$ cat config.mk
export PLATFORM = sky130hd
export DESIGN_NAME = wfifo_level
export DESIGN_NICKNAME = d
export VERILOG_FILES = /design/src/rtl/fifo_pkg.sv /design/src/rtl/sync_r2w.sv /design/src/rtl/wfifo_level.sv
export SDC_FILE = /design/constraint.sdc
export NUM_CORES = 1
export LEC_CHECK = 0
export ABC_AREA = 1
export CAP_MARGIN = 15
export CORE_ASPECT_RATIO = 1.2
export CORE_MARGIN = 2
export CORE_UTILIZATION = 35
export DETAILED_ROUTE_END_ITERATION = 8
export GPL_TIMING_DRIVEN = 1
export HOLD_SLACK_MARGIN = 0.03
export SYNTH_ARGS = -nofsm -noshare
export SYNTH_HDL_FRONTEND = slang
export SYNTH_SLANG_ARGS = --single-unit
export TNS_END_PERCENT = 30
$ cat constraint.sdc
create_clock -name wclk -period 5.08 [get_ports wclk]
set_clock_uncertainty 0.05 [all_clocks]
set_input_delay 1.016 -clock wclk [delete_from_list [all_inputs] [get_ports wclk]]
set_output_delay 1.016 -clock wclk [all_outputs]
set_load 0.02 [all_outputs]
$ cat src/rtl/fifo_pkg.sv
// Shared FIFO helpers: Gray-to-binary conversion and the almost-full FSM state.
package fifo_pkg;

  localparam int G2B_MAXW = 32;

  typedef enum logic {
    AF_NORMAL = 1'b0,
    AF_FULL   = 1'b1
  } afull_state_t;

  // Cumulative XOR from the MSB down. Callers zero-extend to G2B_MAXW and
  // narrow the result; bits at or above width come back as zero.
  function automatic logic [G2B_MAXW-1:0] gray2bin(input logic [G2B_MAXW-1:0] g,
                                                  input int width);
    logic [G2B_MAXW-1:0] b;
    logic                acc;
    b   = '0;
    acc = 1'b0;
    for (int i = G2B_MAXW-1; i >= 0; i--) begin
      if (i < width) begin
        acc  = acc ^ g[i];
        b[i] = acc;
      end
    end
    return b;
  endfunction

endpackage

$ cat src/rtl/sync_r2w.sv
// Generic two-flop synchroniser; q is the second stage with no logic between stages.
module sync_r2w #(
  parameter int WIDTH = 5
) (
  input  logic             wclk,
  input  logic             wrst_n,
  input  logic [WIDTH-1:0] d,
  output logic [WIDTH-1:0] q
);

  logic [WIDTH-1:0] meta;

  always_ff @(posedge wclk or negedge wrst_n) begin
    if (!wrst_n) begin
      meta <= '0;
      q    <= '0;
    end else begin
      meta <= d;
      q    <= meta;
    end
  end

endmodule

$ cat src/rtl/wfifo_level.sv
// Write-domain view of the async FIFO: synced read pointer, occupancy,
// almost-full flag with hysteresis, high watermark and sticky overrun error.
module wfifo_level
  import fifo_pkg::*;
#(
  parameter int ADDRSIZE     = 4,
  parameter int AFULL_THRESH = 12,
  parameter int AFULL_HYST   = 2
) (
  input  logic                wclk,
  input  logic                wrst_n,
  input  logic [ADDRSIZE:0]   rptr,
  input  logic [ADDRSIZE:0]   wptr,
  input  logic                werr_clr,
  output logic [ADDRSIZE:0]   wrptr2,
  output logic [ADDRSIZE:0]   wlevel,
  output logic                walmost_full,
  output logic [ADDRSIZE:0]   wpeak,
  output logic                werr
);

  localparam int PW = ADDRSIZE + 1;
  localparam logic [PW-1:0] DEPTH_V  = PW'(2**ADDRSIZE);
  localparam logic [PW-1:0] SET_V    = PW'(AFULL_THRESH);
  localparam logic [PW-1:0] REL_V    = PW'(AFULL_THRESH - AFULL_HYST);

  logic [PW-1:0] rbin_w, wbin_c, diff;
  logic          over;
  afull_state_t  af_q;

  sync_r2w #(.WIDTH(PW)) u_sync (
    .wclk   (wclk),
    .wrst_n (wrst_n),
    .d      (rptr),
    .q      (wrptr2)
  );

  // Binary view of the second sync stage; it is zero whenever wrptr2 is reset,
  // and keeping it off an extra flop holds rptr->wlevel at three edges.
  always_comb begin
    rbin_w = PW'(gray2bin(G2B_MAXW'(wrptr2), PW));
    wbin_c = PW'(gray2bin(G2B_MAXW'(wptr), PW));
    diff   = wbin_c - rbin_w;
    over   = (diff > DEPTH_V);
  end

  always_ff @(posedge wclk or negedge wrst_n) begin
    if (!wrst_n) begin
      wlevel <= '0;
      wpeak  <= '0;
      werr   <= 1'b0;
      af_q   <= AF_NORMAL;
    end else begin
      // Raw diff is kept unsaturated so a corrupt pointer stays visible.
      wlevel <= diff;

      if (over)          werr <= 1'b1;
      else if (werr_clr) werr <= 1'b0;

      if (werr_clr)          wpeak <= diff;
      else if (diff > wpeak) wpeak <= diff;

      case (af_q)
        AF_NORMAL: if (diff >= SET_V) af_q <= AF_FULL;
        AF_FULL:   if (diff <  REL_V) af_q <= AF_NORMAL;
        default:   af_q <= AF_NORMAL;
      endcase
    end
  end

  assign walmost_full = (af_q == AF_FULL);

endmodule

==> summary.md, run 1 <==
| Metric | Value |
|---|---|
| Final worst slack | `0.555 ns` |
| Commonest cells in the netlist | `30 x nand2_1, 24 x inv_1, 22 x dfrtp_1` |
| Synth Flop Type | `dfrtp_1` |
| Combined area of the multi-input logic cells | `549 um^2` |
| Number of enable flip-flop cells after synthesis | `0` |
| Max clock buf depth | `2` |
| Initial antenna violation count | `0` |
| R2R Setup Slk | `1.48 ns` |
| Finished Layout Cells | `203` |
| Synth warn | `0` |
| Cell Area, Synth | `1200 um^2` |
| First-pass GRT wire length | `about 3900 um` |
| Min Tclk post-route | `4.53 ns` |
| Inst Count DP | `200` |
| Final worst path period share | `89.1%` |
| Htree depth | `1` |
| Finished Core Util | `47.8%` |
| Row cnt | `23` |
| Tightest Hold Check Type | `reg2reg` |
| Worst slew margin relative to its limit | `37.4%` |
| Ant. Diodes | `0` |
| Fmax | `221 MHz` |
| Slew @ Worst Pin | `between 0.9 and 1 ns` |
| Cells after Synth | `134` |
| Setup Viol. Count Final | `0` |
| GRT Resource Usage Total | `roughly 13%` |
| R2r endpoint | `wpeak[1]` |
| Starting DRT DRC Count | `36` |
| Port buffer count | `29` |
| CTS Root Cell | `clkbuf_8` |
| Clock buffer count from CTS | `3` |
| Cell area after placement | `between 1500 and 2000 um^2` |
| Worst setup path class | `in2reg` |
| Post-synth ARST share | `100%` |
| Clk Latency, worst-skew pair | `~0.25 ns` |
| CP startpoint kind | `input port` |
| # fillers | `317` |
| Pre-antenna DRT Iters | `4` |
| Req. time, crit path | `5.22 ns` |
| RSZ-0062 raised after global routing | `false` |
| Detail Placement HPWL | `1790 um` |
| Routed Antenna Nets | `0` |
| Remaining Overflow, GRT | `0` |
| Post-synthesis cell type count | `22` |
| Via density | `4.73` |
| Reg clk slew, reported paths | `about 0.070 ns` |
| CP endpoint kind | `flop` |
| Worst hold slack | `around 0.3 ns` |
| Sequential cell area fraction in the yosys report | `between 40% and 50%` |
| CTS tree | `built` |
| Count of max-cap constraint violations | `0` |
| Die X | `57.6 um` |
| Most frequent cell after synthesis | `nand2_1` |
| CP Max Fanout | `5` |
| Initial core utilization | `36.4%` |
| NumNets Final | `189` |
| Cell taking the most area after synthesis | `dfrtp_1` |
| Critical Path AT | `4.67 ns` |
| Hold Path End | `u_sync.q[1]` |
| Vias | `960` |
| Register area | `551 um^2` |
| Lkg Pwr | `~0.82 nW` |
| Cts hold-fix bufs | `0` |
| I/O pin count | `30` |
| Cells on worst reg2reg path | `21` |
| Synth Register Bits | `22` |
| Fraction of layout cells with a size suffix above 1 | `16.3%` |
| Pwr Total | `slightly above 0.7 mW` |
| Status | `finished, final reports clean` |
| Hold Path Origin | `u_sync.meta[1]` |
| Wire per inst | `approximately 11 um` |
| Clock sinks | `22` |
| Die height | `a little under 70 um` |
| Die area | `3930 um^2` |
| Cell area after layout | `between 1500 and 2000 um^2` |
| Post-synth net total | `around 160` |
| RR Startpoint | `u_sync.q[4]` |
| GPL Wtd Cong | `~0.87` |
| Drt drc | `0` |
| Vias in the first global route | `939` |
| Core Region | `3310 um^2` |
| Share of the synthesized area in the top cell type | `45.7%` |
| Setup WS pre-CTS | `0.314 ns` |
| Worst VDD drop | `0.000259 V` |
| Area contributors post-synth | `dfrtp_1 46%, nand2_1 9.3%, inv_1 7.5%` |
| Syn avg cell area | `between 8 and 9 um^2` |
| Final Slew Violations | `0` |
| Post-CTS Setup Inserts | `0` |
| Post-CTS sizing | `0` |
| Area Overhead vs Synth | `31.4%` |
| Setup Total Neg Slack | `0 ns` |
| Fin. Hold Viols | `0` |
| Cells on Worst Hold Path | `0` |
| Pwr/cell area | `449 nW/um^2` |
| Overall routed net length | `2190 um` |
| Largest net degree at the start of global routing | `23` |
-- cell usage in the layout (no fill, tap or decap), drive strengths merged --
cell / netlist / layout
nand3: 16 / 16
o21ai: 3 / 3
a21oi: 4 / 4
or2: 2 / 2
inv: 28 / 28
nor2: 2 / 2
dfrtp: 22 / 22
clkdlybuf4s50: 0 / 29
xor2: 4 / 4
fa: 1 / 1
ha: 7 / 7
a21boi: 1 / 1
xnor2: 1 / 1
clkbuf: 0 / 3
nand4: 2 / 2
nand2: 41 / 41
-- where the power goes --
group	switching (mW)	total, mW	internal (mW)	leakage, nW
logic	0.208	0.370	0.162	0.543
clock network	0.0475	0.100	0.0527	0.0216
registers	0.0227	0.240	0.217	0.253
-- flip-flops by register name, summed over array words and instances, names as in the netlist --
name,cells
u_sync.meta,5
u_sync.q,5
wlevel,5
wpeak,5
walmost_full,1
werr,1
-- layout make-up --
| cell class | instances | share of cell area [%] |
|---|---|---|
| tap | 37 | 2.92 |
| timing repair buffer | 29 | 18.3 |
| inverter | 28 | 6.64 |
| clock buffer | 3 | 2.61 |
| multi-input combinational | 84 | 34.7 |
| sequential | 22 | 34.8 |
-- worst max path at each step --
stage,endpoint,slack [ns],start
finish,wpeak[1],0.55,wptr[4]
global route,wpeak[1],0.18,wptr[4]
CTS,wpeak[2],0.54,wptr[4]
detailed placement,wpeak[2],0.31,wptr[4]
global placement,wpeak[2],0.42,wptr[4]
floorplan,wpeak[0],1.22,wptr[3]
-- kinds of logic (layout without fill, tap and decap cells) --
logic type / Yosys count / after routing / synth area share, %
simple gates: 63 / 63 / 29.2
xor+xnor: 5 / 5 / 3.63
flops: 22 / 22 / 45.7
compound gates: 8 / 8 / 3.84
buf+inv: 28 / 60 / 8.72
fa+ha+maj: 8 / 8 / 8.93
-- worst max-delay path, cell delays in order --
cell and delay (ns):
clkdlybuf4s50_1 0.56, nand2_1 0.15, nand3_2 0.09, nand2_2 0.09, xnor2_1 0.35, xor2_1 0.13
ha_1 0.24, fa_1 0.39, inv_1 0.10, nand3_2 0.09, nand2_1 0.09, inv_1 0.07
ha_1 0.29, nand2_1 0.04, or2_1 0.21, a21boi_0 0.25, or2_2 0.19, nand3_4 0.11
nand2_4 0.09, nand2_1 0.05, nand2_1 0.06
-- metal layers --
layer / part of all wire (%) / track usage [%]
met1: 41 / 16.5
met2: 54 / 21.0
met3: 2.5 / 1.70
met4: 2.1 / 6.98
met5: 0 / 0
(Power assumes the default switching activity.)
==> inputs of run 2 (changes only) <==
--- a/config.mk
+++ b/config.mk
@@ -7,13 +7,14 @@
 export LEC_CHECK = 0
 export ABC_AREA = 1
 export CAP_MARGIN = 15
-export CORE_ASPECT_RATIO = 1.2
+export CORE_ASPECT_RATIO = 1.5
 export CORE_MARGIN = 2
 export CORE_UTILIZATION = 35
 export DETAILED_ROUTE_END_ITERATION = 8
 export GPL_TIMING_DRIVEN = 1
 export HOLD_SLACK_MARGIN = 0.03
+export RECOVER_POWER = 100
 export SYNTH_ARGS = -nofsm -noshare
 export SYNTH_HDL_FRONTEND = slang
 export SYNTH_SLANG_ARGS = --single-unit
-export TNS_END_PERCENT = 30
+export TNS_END_PERCENT = 20
==> run 2 against run 1 <==
Global-route usage up 1.3 points. Power up 0.80%. Combinational power down 4%. Die area up 0.19%. Count of clock-buffer cells in the layout up 1. Sequential share of layout area down 0.16 points. Register-to-register slack worse by 0.09 ns.
==> summary.md, run 2 (synthesis results as in run 1) <==
| Metric | Value |
|---|---|
| Status | `finished, final reports clean` |
| Cts hold-fix bufs | `0 (unchanged)` |
| CTS tree | `built` |
| Htree depth | `1 (unchanged)` |
| Final worst slack | `0.469 ns (-0.0862 ns)` |
| CP Max Fanout | `5 (unchanged)` |
| First-pass GRT wire length | `4110 um (+6.1%)` |
| Starting DRT DRC Count | `22 (-39%)` |
| Pre-antenna DRT Iters | `4 (unchanged)` |
| Max clock buf depth | `2 (unchanged)` |
| Detail Placement HPWL | `1940 um (+8.5%)` |
| Final worst path period share | `90.8% (+1.7 points)` |
| Initial antenna violation count | `0 (unchanged)` |
| Fin. Hold Viols | `0 (unchanged)` |
| Largest net degree at the start of global routing | `23 (unchanged)` |
| Worst hold slack | `0.300 ns (-0.00134 ns)` |
| Die height | `75.9 um (+11%)` |
| Area Overhead vs Synth | `32.0%` |
| Fraction of layout cells with a size suffix above 1 | `14.4% (-1.9 points)` |
| Leading cell types in the layout, fill and taps excluded | `31 x nand2_1, 25 x inv_1, 24 x dlygate4sd3_1, 22 x dfrtp_1, 11 x nand3_1` |
| Tightest Hold Check Type | `reg2reg` |
| Clk Latency, worst-skew pair | `0.26 ns (about the same)` |
| Die X | `51.9 um (-9.8%)` |
| Cell area after placement | `1550 um^2 (+0.41%)` |
| Remaining Overflow, GRT | `0 (unchanged)` |
| Post-CTS sizing | `0 (unchanged)` |
| Finished Layout Cells | `209 (+3.0%)` |
| Worst setup path class | `in2reg` |
| Finished Core Util | `47.5% (-0.37 points)` |
| Critical Path AT | `4.76 ns (+0.09 ns)` |
| Die area | `3940 um^2 (+0.19%)` |
| Vias | `948 (-1.3%)` |
| Core Region | `3350 um^2 (+1.2%)` |
| Post-CTS Setup Inserts | `0 (unchanged)` |
| NumNets Final | `189 (unchanged)` |
| Setup WS pre-CTS | `0.303 ns (-0.0107 ns)` |
| Port buffer count | `29 (unchanged)` |
| Cell area after layout | `1590 um^2 (+0.47%)` |
| Inst Count DP | `205 (+2.5%)` |
| Slew @ Worst Pin | `0.993 ns (+0.0562 ns)` |
| Lkg Pwr | `0.824 nW (+0.82%)` |
| Drt drc | `0 (unchanged)` |
| Reg clk slew, reported paths | `0.07 ns (about the same)` |
| Routed Antenna Nets | `0 (unchanged)` |
| Initial core utilization | `36.0% (-0.45 points)` |
| Setup Viol. Count Final | `0 (unchanged)` |
| Via density | `4.54 (-4.1%)` |
| Most common cell after layout, fill and taps aside | `nand2_1` |
| Worst slew margin relative to its limit | `33.6% (-3.8 points)` |
| Count of max-cap constraint violations | `0 (unchanged)` |
| RSZ-0062 raised after global routing | `false` |
| CTS Root Cell | `clkbuf_8` |
| # fillers | `338 (+6.6%)` |
| Pwr/cell area | `450 nW/um^2 (+0.32%)` |
| Worst VDD drop | `0.000299 V (+15%)` |
| Clock sinks | `22 (unchanged)` |
| Pwr Total | `0.716 mW (+0.80%)` |
| Ant. Diodes | `0 (unchanged)` |
| Final Slew Violations | `0 (unchanged)` |
| CP endpoint kind | `flop` |
| GRT Resource Usage Total | `14.2% (+1.3 points)` |
| GPL Wtd Cong | `0.831 (-4.7%)` |
| Req. time, crit path | `5.23 ns (about the same)` |
| Min Tclk post-route | `4.61 ns (+0.0862 ns)` |
| Vias in the first global route | `1013 (+7.9%)` |
| Clock buffer count from CTS | `3 (unchanged)` |
| Wire per inst | `11.6 um (+7.7%)` |
| Fmax | `217 MHz (-1.9%)` |
| Overall routed net length | `2430 um (+11%)` |
| Setup Total Neg Slack | `0 ns (unchanged)` |
| Row cnt | `26 (+13%)` |
| CP startpoint kind | `input port` |
| I/O pin count | `30 (unchanged)` |
## run 2: worst paths after layout
path | endpoint | slack (ns) | startpoint | cells after the start
worst max-delay path | wpeak[3] | 0.47 | wptr[4] | 22
worst min-delay path | u_sync.q[1] | 0.30 | u_sync.meta[1] | 0
worst max register to register | wpeak[3] | 1.39 | u_sync.q[4] | 21
worst min register to register | u_sync.q[1] | 0.30 | u_sync.meta[1] | 0
max in group asynchronous | u_sync.meta[0] | 3.06 | wrst_n | 1
min in group asynchronous | wlevel[3] | 1.32 | wrst_n | 1
## run 2: metal layers
layer,up-vias,track usage [%],part of all wire (%)
met1,445,14.7,40
li1,482,-,-
met5,-,0,0
met4,0,9.06,3.0
met2,15,26.7,55
met3,6,1.37,1.9
## run 2: layout make-up
cell class	count	area, um^2	area share, %
multi-input combinational	84	537	33.8
sequential	22	551	34.6
clock buffer	4	55.1	3.46
timing repair buffer	29	290	18.3
inverter	28	105	6.61
tap	42	52.6	3.30
## run 2: where the power goes
part / total, mW / switching (mW) / internal [mW]
combinational: 0.356 / 0.208 / 0.147
clock: 0.122 / 0.0526 / 0.0690
sequential: 0.238 / 0.0219 / 0.217
## run 2: critical path: stages
cell,delay (ns)
dlygate4sd3_1,0.60
inv_1,0.11
nand2_2,0.07
nand3_1,0.10
nand2_2,0.08
xnor2_1,0.34
xor2_1,0.12
ha_1,0.24
fa_1,0.39
inv_1,0.11
nand3_2,0.09
nand2_1,0.09
inv_1,0.09
ha_1,0.31
nand2_1,0.05
or2_1,0.21
a21boi_0,0.25
or2_2,0.19
nand3_4,0.10
nand2_4,0.09
nand2_1,0.05
nand2_1,0.05
